$ cat src/rtl/cas_key_loader.sv
// CAS-Lock key loader: byte-stream key intake with CRC-8 trailer check, driving the keyinput bus.
// Optional lockout after repeated failures is enabled by defining KEY_LOCKOUT_EN.
module cas_key_loader #(
  parameter int KEY_WIDTH = 64,
  parameter logic [KEY_WIDTH-1:0] DECOY = '0,
  parameter int TIMEOUT = 1024,
  parameter int MAX_FAIL = 4
) (
  input  logic                 clk,
  input  logic                 rst,
  input  logic                 s_valid,
  output logic                 s_ready,
  input  logic [7:0]           s_data,
  input  logic                 clear,
  output logic [KEY_WIDTH-1:0] key_o,
  output logic                 key_valid,
  output logic                 err_pulse,
  output logic [2:0]           fail_cnt,
  output logic                 locked_out
);

  localparam int KEY_BYTES = KEY_WIDTH / 8;
  localparam int CW = $clog2(KEY_BYTES + 1);
  localparam int TW = $clog2(TIMEOUT + 1);

  typedef enum logic [2:0] {
    S_IDLE,
    S_LOAD,
    S_CRC,
    S_CHECK,
`ifdef KEY_LOCKOUT_EN
    S_LOCKOUT,
`endif
    S_ARMED
  } state_t;

  state_t                 state, state_next, fail_dest;
  logic [KEY_WIDTH-1:0]   shadow;
  logic [7:0]             crc, crc_next, trailer;
  logic [CW-1:0]          byte_cnt;
  logic [TW-1:0]          timer;
  logic [2:0]             fail_inc;
  logic                   xfer, in_stream, timeout_hit, crc_ok, fail_event, last_byte;

  function automatic logic [7:0] crc8_byte(input logic [7:0] c_in, input logic [7:0] d);
    logic [7:0] c;
    c = c_in ^ d;
    for (int unsigned i = 0; i < 8; i++)
      c = c[7] ? ((c << 1) ^ 8'h07) : (c << 1);
    return c;
  endfunction

  assign in_stream   = (state == S_LOAD) || (state == S_CRC);
  assign s_ready     = ~rst && ((state == S_IDLE) || in_stream);
  assign xfer        = s_valid && s_ready;
  assign crc_next    = crc8_byte(crc, s_data);
  assign last_byte   = (byte_cnt == CW'(KEY_BYTES - 1));
  // A transfer on the would-be timeout cycle wins, so timeout needs an idle beat.
  assign timeout_hit = in_stream && !xfer && (timer == TW'(TIMEOUT - 1));
  assign crc_ok      = (trailer == crc);
  assign fail_event  = ((state == S_CHECK) && !crc_ok) || timeout_hit;
  assign fail_inc    = (fail_cnt == 3'd7) ? 3'd7 : fail_cnt + 3'd1;

`ifdef KEY_LOCKOUT_EN
  localparam logic [2:0] MAX_FAIL_C = (MAX_FAIL > 7) ? 3'd7 : 3'(MAX_FAIL);
  always_comb fail_dest = (fail_inc >= MAX_FAIL_C) ? S_LOCKOUT : S_IDLE;
  assign locked_out = (state == S_LOCKOUT);
`else
  always_comb fail_dest = S_IDLE;
  assign locked_out = 1'b0;
`endif

  always_ff @(posedge clk) begin
    if (rst) state <= S_IDLE;
    else     state <= state_next;
  end

  always_comb begin
    state_next = state;
    case (state)
      S_IDLE:  if (xfer) state_next = (KEY_BYTES == 1) ? S_CRC : S_LOAD;
      S_LOAD: begin
        if (xfer && last_byte) state_next = S_CRC;
        else if (timeout_hit)  state_next = fail_dest;
      end
      S_CRC: begin
        if (xfer)             state_next = S_CHECK;
        else if (timeout_hit) state_next = fail_dest;
      end
      S_CHECK: state_next = crc_ok ? S_ARMED : fail_dest;
      S_ARMED: if (clear) state_next = S_IDLE;
      default: state_next = state;
    endcase
  end

  always_ff @(posedge clk) begin
    if (rst) begin
      key_o     <= DECOY;
      key_valid <= 1'b0;
      err_pulse <= 1'b0;
      fail_cnt  <= '0;
      shadow    <= '0;
      crc       <= '0;
      trailer   <= '0;
      byte_cnt  <= '0;
      timer     <= '0;
    end else begin
      err_pulse <= fail_event;
      if (fail_event) begin
        fail_cnt <= fail_inc;
        shadow   <= '0;
        crc      <= '0;
        byte_cnt <= '0;
        timer    <= '0;
      end else begin
        case (state)
          S_IDLE, S_LOAD: begin
            if (xfer) begin
              for (int unsigned i = 0; i < KEY_BYTES; i++)
                if (byte_cnt == CW'(i)) shadow[8*i +: 8] <= s_data;
              crc      <= crc_next;
              byte_cnt <= byte_cnt + 1'b1;
              timer    <= '0;
            end else if (state == S_LOAD) begin
              timer <= timer + 1'b1;
            end
          end
          S_CRC: begin
            if (xfer) begin
              trailer <= s_data;
              timer   <= '0;
            end else begin
              timer <= timer + 1'b1;
            end
          end
          S_CHECK: begin
            // Only a verified key ever reaches key_o, and in a single update.
            key_o     <= shadow;
            key_valid <= 1'b1;
            fail_cnt  <= '0;
            byte_cnt  <= '0;
          end
          S_ARMED: begin
            if (clear) begin
              key_o     <= DECOY;
              key_valid <= 1'b0;
              shadow    <= '0;
              crc       <= '0;
            end
          end
          default: ;
        endcase
      end
    end
  end

endmodule

$ cat config.mk
export PLATFORM = sky130hd
export DESIGN_NAME = cas_key_loader
export DESIGN_NICKNAME = d
export VERILOG_FILES = /design/src/rtl/cas_key_loader.sv
export SDC_FILE = /design/constraint.sdc
export NUM_CORES = 1
export LEC_CHECK = 0
export ABC_AREA = 1
export BUFFER_PORTS_ARGS = -buffer_cell sky130_fd_sc_hd__buf_2
export CAP_MARGIN = 10
export CELL_PAD_IN_SITES_DETAIL_PLACEMENT = 1
export CELL_PAD_IN_SITES_GLOBAL_PLACEMENT = 1
export CORE_MARGIN = 2
export CORE_UTILIZATION = 31
export CTS_CLUSTER_SIZE = 24
export DETAILED_ROUTE_END_ITERATION = 16
export GPL_TIMING_DRIVEN = 0
export PLACE_DENSITY_LB_ADDON = 0.3
export SLEW_MARGIN = 20
export SYNTH_ARGS = -nofsm -noshare
export SYNTH_HDL_FRONTEND = slang
export SYNTH_SLANG_ARGS = --single-unit
$ cat constraint.sdc
create_clock -name clk -period 4.9 [get_ports clk]
set_input_delay 0.98 -clock clk [delete_from_list [all_inputs] [get_ports clk]]
set_output_delay 0.98 -clock clk [all_outputs]
set_load 0.05 [all_outputs]
After elaboration in Yosys (flattened, before gate mapping)
Index checks and enable logic that the tools add are counted.

Output and inout bits: 71. Flip-flop bits (word level): 167. Input port bits: 12. Word-level logic and storage cells: 133.

Add/sub/neg operators: 3. Bitwise logic cells: 11. Reductions and logical operators: 35. Equal/unequal tests: 26. Multiplexer cells: 41.

Operators by type and width (count): 64-bit one-hot mux with 2 select lines (2); 64-bit 2-to-1 mux (2); 8-bit 2-to-1 mux (10); 3-bit 2-to-1 mux (17); 11-bit 2-to-1 mux (3); 4-bit AND reduction (8); 3-bit NOT (8); 2-bit inequality test, second input constant (11); 11-bit one-hot mux with 2 select lines (1); 4-bit by 3-bit equality test with 1-bit output, second input constant (4); 8-bit one-hot mux with 2 select lines (1); 3-bit one-hot mux with 5 select lines (1); 3-bit AND reduction (4); 11-bit by 1-bit adder with 11-bit output, second input constant (1); 11-bit by 10-bit equality test with 1-bit output, second input constant (1); 2-bit nonzero test (5); 4-bit by 2-bit equality test with 1-bit output, second input constant (2); 8-bit equality test (1); 4-bit one-hot mux with 2 select lines (1); 8-bit XOR (1); 3-bit by 2-bit equality test with 1-bit output, second input constant (2); 3-bit equality test, second input constant (2); 1-bit logical AND (6); 5-bit nonzero test (1); 15 further kinds (21).

Logic depth before layout (Yosys ltp)
Depth after elaboration: 19. Mapped depth: 12. Depth with buffers taken out: 11.

Worst setup path before layout
OpenSTA, ideal clock, no wires.

Path type: input-to-output. Start point: input port rst. End point: output port s_ready. Cell stages on the path: 3. Path buffers: 2. Data required time: 3.920 ns. Slack: 1.815 ns. Data arrival time: 2.105 ns. Cell sequence: buf_2 > clkbuf_1 > a21oi_1.

Word-level cells in the longest chain between the ends: 2.

RTL lines: from (decl) (line 10) `input logic rst,`; 1-bit NOT (line 54) `assign s_ready = ~rst && ((state == S_IDLE) || in_stream);`; 1-bit logical AND (line 54); to (decl) (line 12) `output logic s_ready,`.

No other way between the ends.

Worst setup path in the final report
Ends and elaborated chain as after synthesis.

==> impl_metrics.json <==
{
  "status": "completed",
  "hp-class": "reg -> reg",
  "dp_hpwl_um": 14100,
  "synth.distinct_cells": 33,
  "setup_viol": 0,
  "p_sw_share_pct": 24.4,
  "viasPerCell": 4.62,
  "fin_crit_ns": 3.14,
  "dieHeight_um": 152,
  "pwr-share-clk_pct": 46.8,
  "finalMaxSlewViolations": 0,
  "rows": 54,
  "syn_nets": 930,
  "io_buffer_count": 80,
  "syn_area_um2": 6770,
  "first_pass_iters": 4,
  "root_buffer": "clkbuf_16",
  "yosysSeqAreaShare_pct": 49.4,
  "nets": 1029,
  "drive_above_1_share_pct": 16.9,
  "die_w_um": 152,
  "internal_power_mw": 2.28,
  "utilization_pct": 37.6,
  "multiInputGateArea_um2": 3010,
  "clkTransAtPathRegs_ns": 0.06,
  "cts_hold_buf": 0,
  "cts_made_buffers": 17,
  "fill_cells": 2717,
  "combPwrFrac_pct": 7.2,
  "drc": 0,
  "end_kind": "output port",
  "synth_cells": 912,
  "synth_area_per_cell_um2": 7.42,
  "grtUsageTotal_pct": 18.2,
  "seq_area_um2": 3340,
  "post-place-cells": 1272,
  "ant_nets": 0,
  "grt_first_pass_wirelength_um": 32300,
  "cap_violations": 0,
  "crit_fanout": 10,
  "wire_per_inst_um": 15.4,
  "postCtsSetupBuffers": 0,
  "synth_seq_cells": 167,
  "fin_worst_skew_ns": 0.00785,
  "cts.repair.resized": 0,
  "syn2layout_area_growth_pct": 20.3,
  "place_ws_ns": 1.71,
  "dieArea_um2": 23000,
  "switching_power_mw": 0.738,
  "pin_count": 83,
  "drt_iter0_drc": 247,
  "clock_sinks": 167,
  "finalSetupTns_ns": 0,
  "rsz0062_at_grt": "no",
  "period_share_pct": 64.1,
  "finalWirelength_um": 20100,
  "htreeDepth": 4,
  "startpoint_type": "primary input",
  "max-slew-margin-rel_pct": 20.1,
  "finalWorstSetupSlack_ns": 1.76,
  "clock.fmax_mhz": 318,
  "tightest_slew_ns": 1.19,
  "required_ns": 3.92,
  "vias": 6023,
  "start_util_pct": 31.3,
  "ys_warn_count": 0,
  "path_class": "in -> out",
  "power-per-cell-area_nw_per_um2": 371,
  "grt_max_degree": 17,
  "gp_congestion": 0.850,
  "arrival_ns": 2.16,
  "irDropWorstVdd_v": 0.000153,
  "num_antenna_cells": 0,
  "insertion_delay_ns": 0.43,
  "grt_remaining_overflow": 0,
  "leakagePower_nw": 3.22,
  "fin_cells": 1304,
  "antenna_found_initial": 0,
  "tritoncts": "done",
  "first_global_vias": 6190,
  "p_seq_share_pct": 46.0,
  "coreArea_um2": 21600,
  "hold_viol_final": 0,
  "cts_max_path_buffers": 2
}
per-layer routing:
layer	global-route usage, %	vias up	routed length (µm)	share of wire [%]
met3	3.14	12	572	2.8
met4	4.95	0	209	1.0
met1	24.3	2821	9950	50
met5	0	-	0	0
met2	30.5	76	9360	47
li1	-	3114	-	-
critical path, stage by stage:
cell      delay (ns)
buf_2           0.28
clkbuf_1        0.48
a21oi_1         0.15
buf_2           0.25
worst paths after layout:
kind / start / end / slack (ns) / cells after the start
max: rst / s_ready / 1.76 / 4
min: shadow[1] / key_o[1] / 0.45 / 2
max reg2reg: timer[0] / shadow[48] / 2.53 / 9
min reg2reg: shadow[1] / key_o[1] / 0.45 / 2
synthesized netlist by cell type:
| cell type | count | area, µm² |
|---|---|---|
| a21oi_1 | 167 | 836 |
| a22oi_1 | 1 | 7.51 |
| a31oi_1 | 1 | 6.26 |
| buf_2 | 17 | 85.1 |
| buf_4 | 5 | 37.5 |
| buf_6 | 5 | 56.3 |
| clkbuf_1 | 9 | 33.8 |
| conb_1 | 1 | 3.75 |
| dfxtp_1 | 167 | 3340 |
| ha_1 | 6 | 75.1 |
| inv_1 | 40 | 150 |
| inv_2 | 13 | 48.8 |
| inv_4 | 1 | 6.26 |
| nand2_1 | 352 | 1320 |
| nand2_2 | 2 | 12.5 |
| nand2_4 | 1 | 11.3 |
| nand3_1 | 18 | 90.1 |
| nand3_2 | 4 | 40.0 |
| nand4_1 | 3 | 18.8 |
| nor2_1 | 36 | 135 |
| nor2_2 | 7 | 43.8 |
| nor3_1 | 2 | 10.0 |
| nor3_2 | 1 | 10.0 |
| nor3_4 | 1 | 16.3 |
| nor4_1 | 1 | 6.26 |
| o21a_1 | 2 | 15.0 |
| o21ai_0 | 18 | 90.1 |
| o21ai_1 | 1 | 5.00 |
| o21ai_2 | 2 | 17.5 |
| o22ai_1 | 2 | 12.5 |
| or2_2 | 3 | 18.8 |
| xnor2_1 | 16 | 140 |
| xor2_1 | 7 | 61.3 |
layout by cell type (no fill, tap or decap), types with 16 or more instances in the layout:
master	count
nor2_1	35
dfxtp_1	167
a21oi_1	167
xnor2_1	16
clkbuf_16	17
nand3_1	18
buf_2	97
o21ai_0	18
nand2_1	352
inv_1	40
sequential cells by signal (all words and copies together) (netlist names):
name       count
timer         11
key_valid      1
crc            8
trailer        8
shadow        64
key_o         64
state          3
byte_cnt       4
fail_cnt       3
err_pulse      1
stage by stage:
stage               hold WS (ns)  power [mW]  cell area (µm²)
finish                     0.455        3.02             8140
global placement           0.446        1.63             7520
floorplan                  0.441        1.57             6770
global route               0.475        3.13             8140
detailed placement         0.450        1.64             7520
CTS                        0.459        3.05             8140
cells by family after synthesis:
group / count (synthesis) / share of synthesized area (%)
simple gates: 431 / 25.6
other cells: 1 / 0.0554
flops: 167 / 49.4
xor+xnor: 23 / 2.98
buf+inv: 90 / 6.18
compound gates: 194 / 14.6
fa+ha+maj: 6 / 1.11
final cells by class:
cell class,count,area share [%]
flip-flops and latches,167,41.1
multi-input cells,655,37.0
clock buffers,22,5.83
repair buffers,80,4.92
well taps,280,4.31
plain buffers,36,2.61
inverters,54,2.52
clock inverters,10,1.77
power groups by stage:
stage,logic (mW),clock network [mW],registers (mW)
floorplan,0.153,0,1.42
global placement,0.214,0,1.42
detailed placement,0.218,0,1.42
CTS,0.220,1.44,1.39
global route,0.247,1.49,1.39
finish,0.217,1.42,1.39
(Power assumes the default switching activity.)
